[config.mk]
export PLATFORM = sky130hd
export DESIGN_NAME = ps2_keyboard
export DESIGN_NICKNAME = d
export VERILOG_FILES = /design/src/rtl/ps2_keyboard.sv
export SDC_FILE = /design/constraint.sdc
export NUM_CORES = 1
export LEC_CHECK = 0
export ABC_CLOCK_PERIOD_IN_PS = 3500
export CAP_MARGIN = 20
export CORE_MARGIN = 3
export CORE_UTILIZATION = 61
export CTS_CLUSTER_SIZE = 12
export DETAILED_ROUTE_END_ITERATION = 6
export PLACE_DENSITY_LB_ADDON = 0.05
export SLEW_MARGIN = 20
export SYNTH_ARGS = -nofsm -noshare
export SYNTH_HDL_FRONTEND = slang
export SYNTH_SLANG_ARGS = --single-unit
[constraint.sdc]
create_clock -name clock -period 3.5 [get_ports clock]
set_clock_uncertainty 0.1 [all_clocks]
set_input_delay 0.525 -clock clock [delete_from_list [all_inputs] [get_ports clock]]
set_output_delay 0.525 -clock clock [all_outputs]
set_load 0.02 [all_outputs]
[src/rtl/ps2_keyboard.sv]
// ps2_keyboard: PS/2 device-to-host receiver with glitch filter, frame checks and a scancode FIFO.
module ps2_keyboard #(
  parameter int FIFO_AW = 3,
  parameter int TIMEOUT = 25000,
  parameter int FILTER  = 8
) (
  input  logic       clock,
  input  logic       reset_n,
  input  logic       ps2_clk,
  input  logic       ps2_dat,
  input  logic       rd,
  input  logic       clr,
  output logic [7:0] data,
  output logic       ready,
  output logic       overflow,
  output logic       perr
);
  localparam int FW = $clog2(FILTER + 1);
  localparam int WW = $clog2(TIMEOUT + 1);
  typedef enum logic [1:0] {IDLE, RECV, CHECK} state_t;
  state_t state, state_nx;
  logic ck_s1, ck_s2, dt_s1, dt_s2, ck_f, fall;
  logic [FW-1:0] fcnt;
  logic [WW-1:0] wd;
  logic [3:0] bcnt;
  logic [7:0] sreg;
  logic par, stop, ok, push, pop, wr, full, empty;
  logic [FIFO_AW:0] wp, rp;
  logic [7:0] mem [2**FIFO_AW];
  // Filtered clock flips only after FILTER consecutive samples disagree with it
  always_ff @(posedge clock or negedge reset_n)
    if (!reset_n) begin
      {ck_s1, ck_s2, dt_s1, dt_s2, ck_f} <= '1;
      fcnt <= '0;
      fall <= 1'b0;
    end else begin
      {ck_s1, ck_s2, dt_s1, dt_s2} <= {ps2_clk, ck_s1, ps2_dat, dt_s1};
      fall <= ck_f & ~ck_s2 & (fcnt == FW'(FILTER - 1));
      if (ck_s2 == ck_f) fcnt <= '0;
      else if (fcnt == FW'(FILTER - 1)) begin
        ck_f <= ck_s2;
        fcnt <= '0;
      end else fcnt <= fcnt + 1'b1;
    end
  always_ff @(posedge clock or negedge reset_n)
    if (!reset_n) state <= IDLE;
    else state <= state_nx;
  always_comb begin
    state_nx = state;
    unique case (state)
      IDLE:  state_nx = (fall && !dt_s2) ? RECV : IDLE;
      RECV:  state_nx = (fall && bcnt == 4'd10) ? CHECK : (!fall && wd == WW'(TIMEOUT)) ? IDLE : RECV;
      CHECK: state_nx = IDLE;
      default: state_nx = IDLE;
    endcase
  end
  // Bit counter: start bit is 0, data 1..8, parity 9, stop 10
  always_ff @(posedge clock or negedge reset_n)
    if (!reset_n) begin
      wd <= '0;
      bcnt <= '0;
      sreg <= '0;
      par <= 1'b0;
      stop <= 1'b0;
    end else if (state == IDLE) begin
      wd <= '0;
      if (fall && !dt_s2) bcnt <= 4'd1;
    end else if (state == RECV) begin
      if (fall) begin
        wd <= '0;
        bcnt <= bcnt + 1'b1;
        if (bcnt <= 4'd8) sreg <= {dt_s2, sreg[7:1]};
        else if (bcnt == 4'd9) par <= dt_s2;
        else stop <= dt_s2;
      end else wd <= wd + 1'b1;
    end
  assign ok    = (^{sreg, par}) & stop;
  assign push  = (state == CHECK) & ok;
  assign empty = wp == rp;
  assign full  = (wp[FIFO_AW] != rp[FIFO_AW]) && (wp[FIFO_AW-1:0] == rp[FIFO_AW-1:0]);
  assign pop   = rd & ~empty;
  assign wr    = push & (~full | pop);
  assign ready = ~empty;
  assign data  = empty ? 8'h00 : mem[rp[FIFO_AW-1:0]];
  always_ff @(posedge clock)
    if (wr) mem[wp[FIFO_AW-1:0]] <= sreg;
  always_ff @(posedge clock or negedge reset_n)
    if (!reset_n) begin
      wp <= '0;
      rp <= '0;
      overflow <= 1'b0;
      perr <= 1'b0;
    end else begin
      if (wr) wp <= wp + 1'b1;
      if (pop) rp <= rp + 1'b1;
      overflow <= (push & full & ~pop) | (overflow & ~clr);
      perr <= ((state == CHECK) & ~ok) | (perr & ~clr);
    end
endmodule

; Word-level counts from Yosys, hierarchy flattened
; Memory sizes are Yosys's and may differ from the RTL's.
; Index checks and enable logic that the tools add are counted.
[word_totals]
reg_bits = 51
wordCells = 90
mem_bits_rw = 64
latch_bits = 0
mem_count = 1
inputBits = 6
mem_bits_ro = 0
[memory_table]
columns = memory, depth, word_bits, rd, rd_ports_with_merged_regs, write_ports, line
row1 = mem, 8, 8, 1, 0, 1, 29  ; logic [7:0] mem [2**FIFO_AW];
[classes]
n_addsub = 5
multipliers = 0
n_mux = 16
div_mod_pow = 0
n_eq_ne = 11
bitwise_logic = 24
shifts = 0
n_reduce_logical = 15
n_lt_le_gt_ge = 1
[ops]
columns = cell, n
row1 = two-way mux 15 bit, 3
row2 = two-way mux 4 bit, 6
row3 = adder 4 x 1 -> 4 bit (second input constant), 4
row4 = adder 15 x 1 -> 15 bit (second input constant), 1
row5 = == test 15 bit (second input constant), 1
row6 = AND 1 bit, 11
row7 = inverter 1 bit, 10
row8 = AND reduction 5 bit, 2
row9 = parity 9 bit, 1
row10 = == test 4 bit (second input constant), 2
row11 = two-way mux 8 bit, 1
row12 = == test 4 x 3 -> 1 bit (second input constant), 1
row13 = == test 4 bit, 1
row14 = less-or-equal comparator 4 bit (second input constant), 1
row15 = logical AND 1 bit, 4
row16 = two-way mux 1 bit, 4
row17 = case mux 2 bit (2 select lines), 1
row18 = AND reduction 4 bit, 1
row19 = nonzero test 2 bit, 2
row20 = == test 3 bit, 1
row21 = bitwise OR 1 bit, 3
row22 = AND reduction 3 bit, 1
row23 = == test 2 x 1 -> 1 bit (second input constant), 1
row24 = == test 2 bit (second input constant), 1
row25 = 7 further kinds, 8

; Depth between registers and ports, before layout
[depth]
ltp_word = 7
mapped_depth = 8
depth_no_buf = 7

; Worst setup path before layout
; No wires, ideal clock.
[synth_path]
path_type = register to register
from = reg sreg[1]
to = mem mem[0][0], enable pin
path_slack_ns = 0.683
period_less_slack_ns = 2.817
required_ns = 3.005
arrival_time_ns = 2.322
n_path_buf = 0
setup_time_ns = 0.395
stages_incl_launch_ff = 6
path_cell_list = dfrtp_1 xnor2_1 xnor3_2 xnor2_4 nand3_4 nor4_1
[synth_between]
elab_chain_cells = 6
[synth_rtl]
columns = element, line
row1 = "start, declared", 26  ; logic [7:0] sreg;
row2 = "start signal, assigned", 72  ; if (bcnt <= 4'd8) sreg <= {dt_s2, sreg[7:1]};
row3 = parity 9 bit, 77  ; assign ok = (^{sreg, par}) & stop;
row4 = AND 1 bit, 77
row5 = AND 1 bit, 78  ; assign push = (state == CHECK) & ok;
row6 = AND 1 bit, 82  ; assign wr = push & (~full | pop);
row7 = two-way mux 1 bit, 86  ; if (wr) mem[wp[FIFO_AW-1:0]] <= sreg;
row8 = two-way mux 1 bit (implied by the code), 86
row9 = "end, declared", 29
; Every way passes these cells.

; Final worst setup path
[layout_path]
from = reg wp[0]
to = out ready
[layout_between]
elab_chain_cells = 2
[layout_rtl]
columns = element, line
row1 = "start, declared", 28  ; logic [FIFO_AW:0] wp, rp;
row2 = "start signal, assigned", 94  ; if (wr) wp <= wp + 1'b1;
row3 = == test 4 bit, 79  ; assign empty = wp == rp;
row4 = inverter 1 bit, 83  ; assign ready = ~empty;
row5 = "end, declared", 14  ; output logic ready,
; Every way passes these cells.

==> summary.md <==
| Metric | Value |
|---|---|
| I/O pin count | 17 |
| Post-detail-place hpwl | 5530 um |
| Clock sink total | 115 |
| Post-CTS Setup Bufs | 0 |
| Starting Density | 0.635 |
| Critical R2R Capture | mem[5][6] |
| Vias per inst | 5.69 |
| Avg WL per Cell | around 18 um |
| Fin util | 0.747 |
| # diodes | 0 |
| Core ar. | 7850 um2 |
| Yosys top cell area share | 0.386 |
| Worst setup EP type | output pin |
| Setup TNS | 0 ns |
| Max-slew headroom | 0.477 |
| Syn nets | between 300 and 400 |
| Register-to-register setup slack | 0.92 ns |
| Synth warn | 0 |
| FF-to-FF path depth | 6 |
| Die height | 96.4 um |
| Drc violations | 0 |
| LEAKAGE | 2.23 nW |
| Global-route wire length before repair | between 10000 and 15000 um |
| Die Footprint | 9290 um2 |
| CTS tree | yes |
| Crit start category | flip-flop |
| Mapped Avg Cell Area | 14.7 um2 |
| Clock buffer depth | 2 |
| Hold Crit Start | dt_s1 |
| Commonest non-fill, non-tap cell in the layout | edfxtp_1 |
| Area leader, netlist | edfxtp_1 |
| TritonCTS Buffers | 17 |
| Yosys reg bits | 115 |
| Final Cycle Share | 0.952 |
| Initial antenna violation count | 0 |
| Max Fclk | 0.300 GHz |
| Outcome | finished, final reports clean |
| Final wirelength | 8700 um |
| Area growth from synthesis to layout | 17.6% |
| GPL Wtd Cong | 0.799 |
| CTS H-tree depth | 4 |
| Clock slew seen by the registers of the worst setup and hold paths | ~0.060 ns |
| Die width | around 96 um |
| PostCTS Resize Cnt | 0 |
| Min-delay worst type | reg -> reg |
| Fraction of layout cells with a size suffix above 1 | 0.220 |
| Slew Viols, Final | 0 |
| Crit-path max FO | 10 |
| Final nets | a little under 400 |
| Post-synthesis cell type count | 44 |
| Final Setup Violations | 0 |
| Max-cap violations | 0 |
| Vias in the first global route | approximately 2800 |
| EDFF count, synth | 64 |
| Hold Path End | dt_s2 |
| FP Rows | 32 |
| GRT overflow | 0 |
| 1st-pass router iterations | 4 |
| Via Count | 2775 |
| I/O Buffers | 16 |
| Post-DRT Antenna Nets | 0 |
| Ranking of synthesized cells by area | edfxtp_1, dfrtp_1, mux4_2, dfstp_2, ha_1 |
| Fin. Hold Viols | 0 |
| Minimum clock period | 3.33 ns |
| Synthesized area | roughly 5000 um2 |
| Global-route usage over all layers | 0.219 |
| Register area share after synthesis | 0.643 |
| Post-synth ARST share | 0.443 |
| Commonest non-fill, non-tap cells in the layout | edfxtp_1, dfrtp_1, nor2_1 |
| Worst hold path depth | 0 |
| Worst VDD drop | 0.000362 V |
| Largest net degree at the start of global routing | 49 |
| # hold bufs at CTS | 0 |
| Ys flop type | edfxtp_1 |
| Worst R2R Start | sreg[1] |
| Root Buffer | clkbuf_8 |
| Critical Path AT | 2.71 ns |
| Slew @ Worst Pin | 0.781 ns |
| Unrepaired setup endpoints after global routing | no |
| Pwr dens | ~530 nW/um2 |
| CP Data Required Time | 2.87 ns |
| Starting DRC count in detailed routing | 300 |
| Worst skew pair latency | 0.50 ns |
| Mapped Cells | 339 |
| Critical path type | reg -> out |
| Total power | 3.11 mW |
[state kept, by name (all words and copies together) (netlist names)]
register,cells
bcnt,4
ck_f,1
ck_s1,1
ck_s2,1
dt_s1,1
dt_s2,1
fall,1
fcnt,4
mem,64
overflow,1
par,1
perr,1
rp,4
sreg,8
state,2
stop,1
wd,15
wp,4
[worst max-delay path, cell delays in order, from the launching register on]
cell	delay (ns)
dfrtp_1	0.50
xor2_1	0.21
nor3_1	0.36
and2_1	0.40
inv_1	0.15
clkdlybuf4s50_1	0.57
[synth_stat cells (2+ instances only)]
cell type	number
clkbuf_1	4
mux4_2	16
nand3_1	9
xnor2_1	14
xor2_1	11
dfrtp_1	46
mux2_2	11
nor4b_1	2
nand4_1	6
edfxtp_1	64
a21oi_1	6
dfstp_2	5
o21ai_0	10
and3_1	4
buf_2	6
nand2_1	20
nor4b_2	2
or3_1	3
a22o_1	2
ha_1	10
and2_1	2
buf_4	2
nor2_1	28
inv_1	14
nor4_1	4
nor2b_1	6
nor3_1	7
mux2i_1	9
[final cells by class]
type	instances	area, um2
clock inverters	15	148
clock buffers	17	414
inverters	14	52.6
repair buffers	28	250
fillers	496	1990
flip-flops and latches	115	3200
well taps	102	128
multi-input cells	197	1660
[worst max path at each step]
stage	end	cells after the start	slack, ns	startpoint
after detailed placement	ready	6	0.72	rp[2]
after CTS	ready	5	0.15	wp[0]
after global placement	ready	5	0.71	wp[0]
after global routing	ready	5	0.03	wp[0]
final	ready	5	0.17	wp[0]
after floorplan	mem[0][0]	5	0.68	sreg[1]
[cells by family after synthesis]
logic type | after synthesis | synth area share
AND/OR/NAND/NOR | 100 | 0.106
adder cells (fa/ha/maj) | 10 | 0.0251
multiplexers | 37 | 0.118
XOR/XNOR | 28 | 0.0575
AO/OA/AOI/OAI | 22 | 0.0266
buffers and inverters | 27 | 0.0233
flip-flops | 115 | 0.643
[stage by stage]
stage	hold slack, ns	cell area, um2	worst slack (ns)	std cells
after global placement	0.247	5290	0.708	455
after detailed placement	0.247	5290	0.716	455
after global routing	0.263	5860	0.0324	488
final	0.257	5860	0.170	488
after CTS	0.151	5850	0.153	487
after floorplan	0.129	4980	0.683	339
[report_power, final]
group          switching, mW  internal, mW  total, mW  leakage, nW
Clock                  0.647         0.957       1.60        0.268
Sequential            0.0125          1.44       1.45         1.29
Combinational         0.0275        0.0221     0.0496        0.674
[metal layers]
layer	track usage	share of wire	vias to the layer above
li1	-	-	1319
met1	0.285	0.44	1378
met2	0.359	0.51	67
met3	0.0589	0.041	11
met4	0.0759	0.011	0
met5	0	0	-
Note: power is estimated with default switching activity, not from simulation.
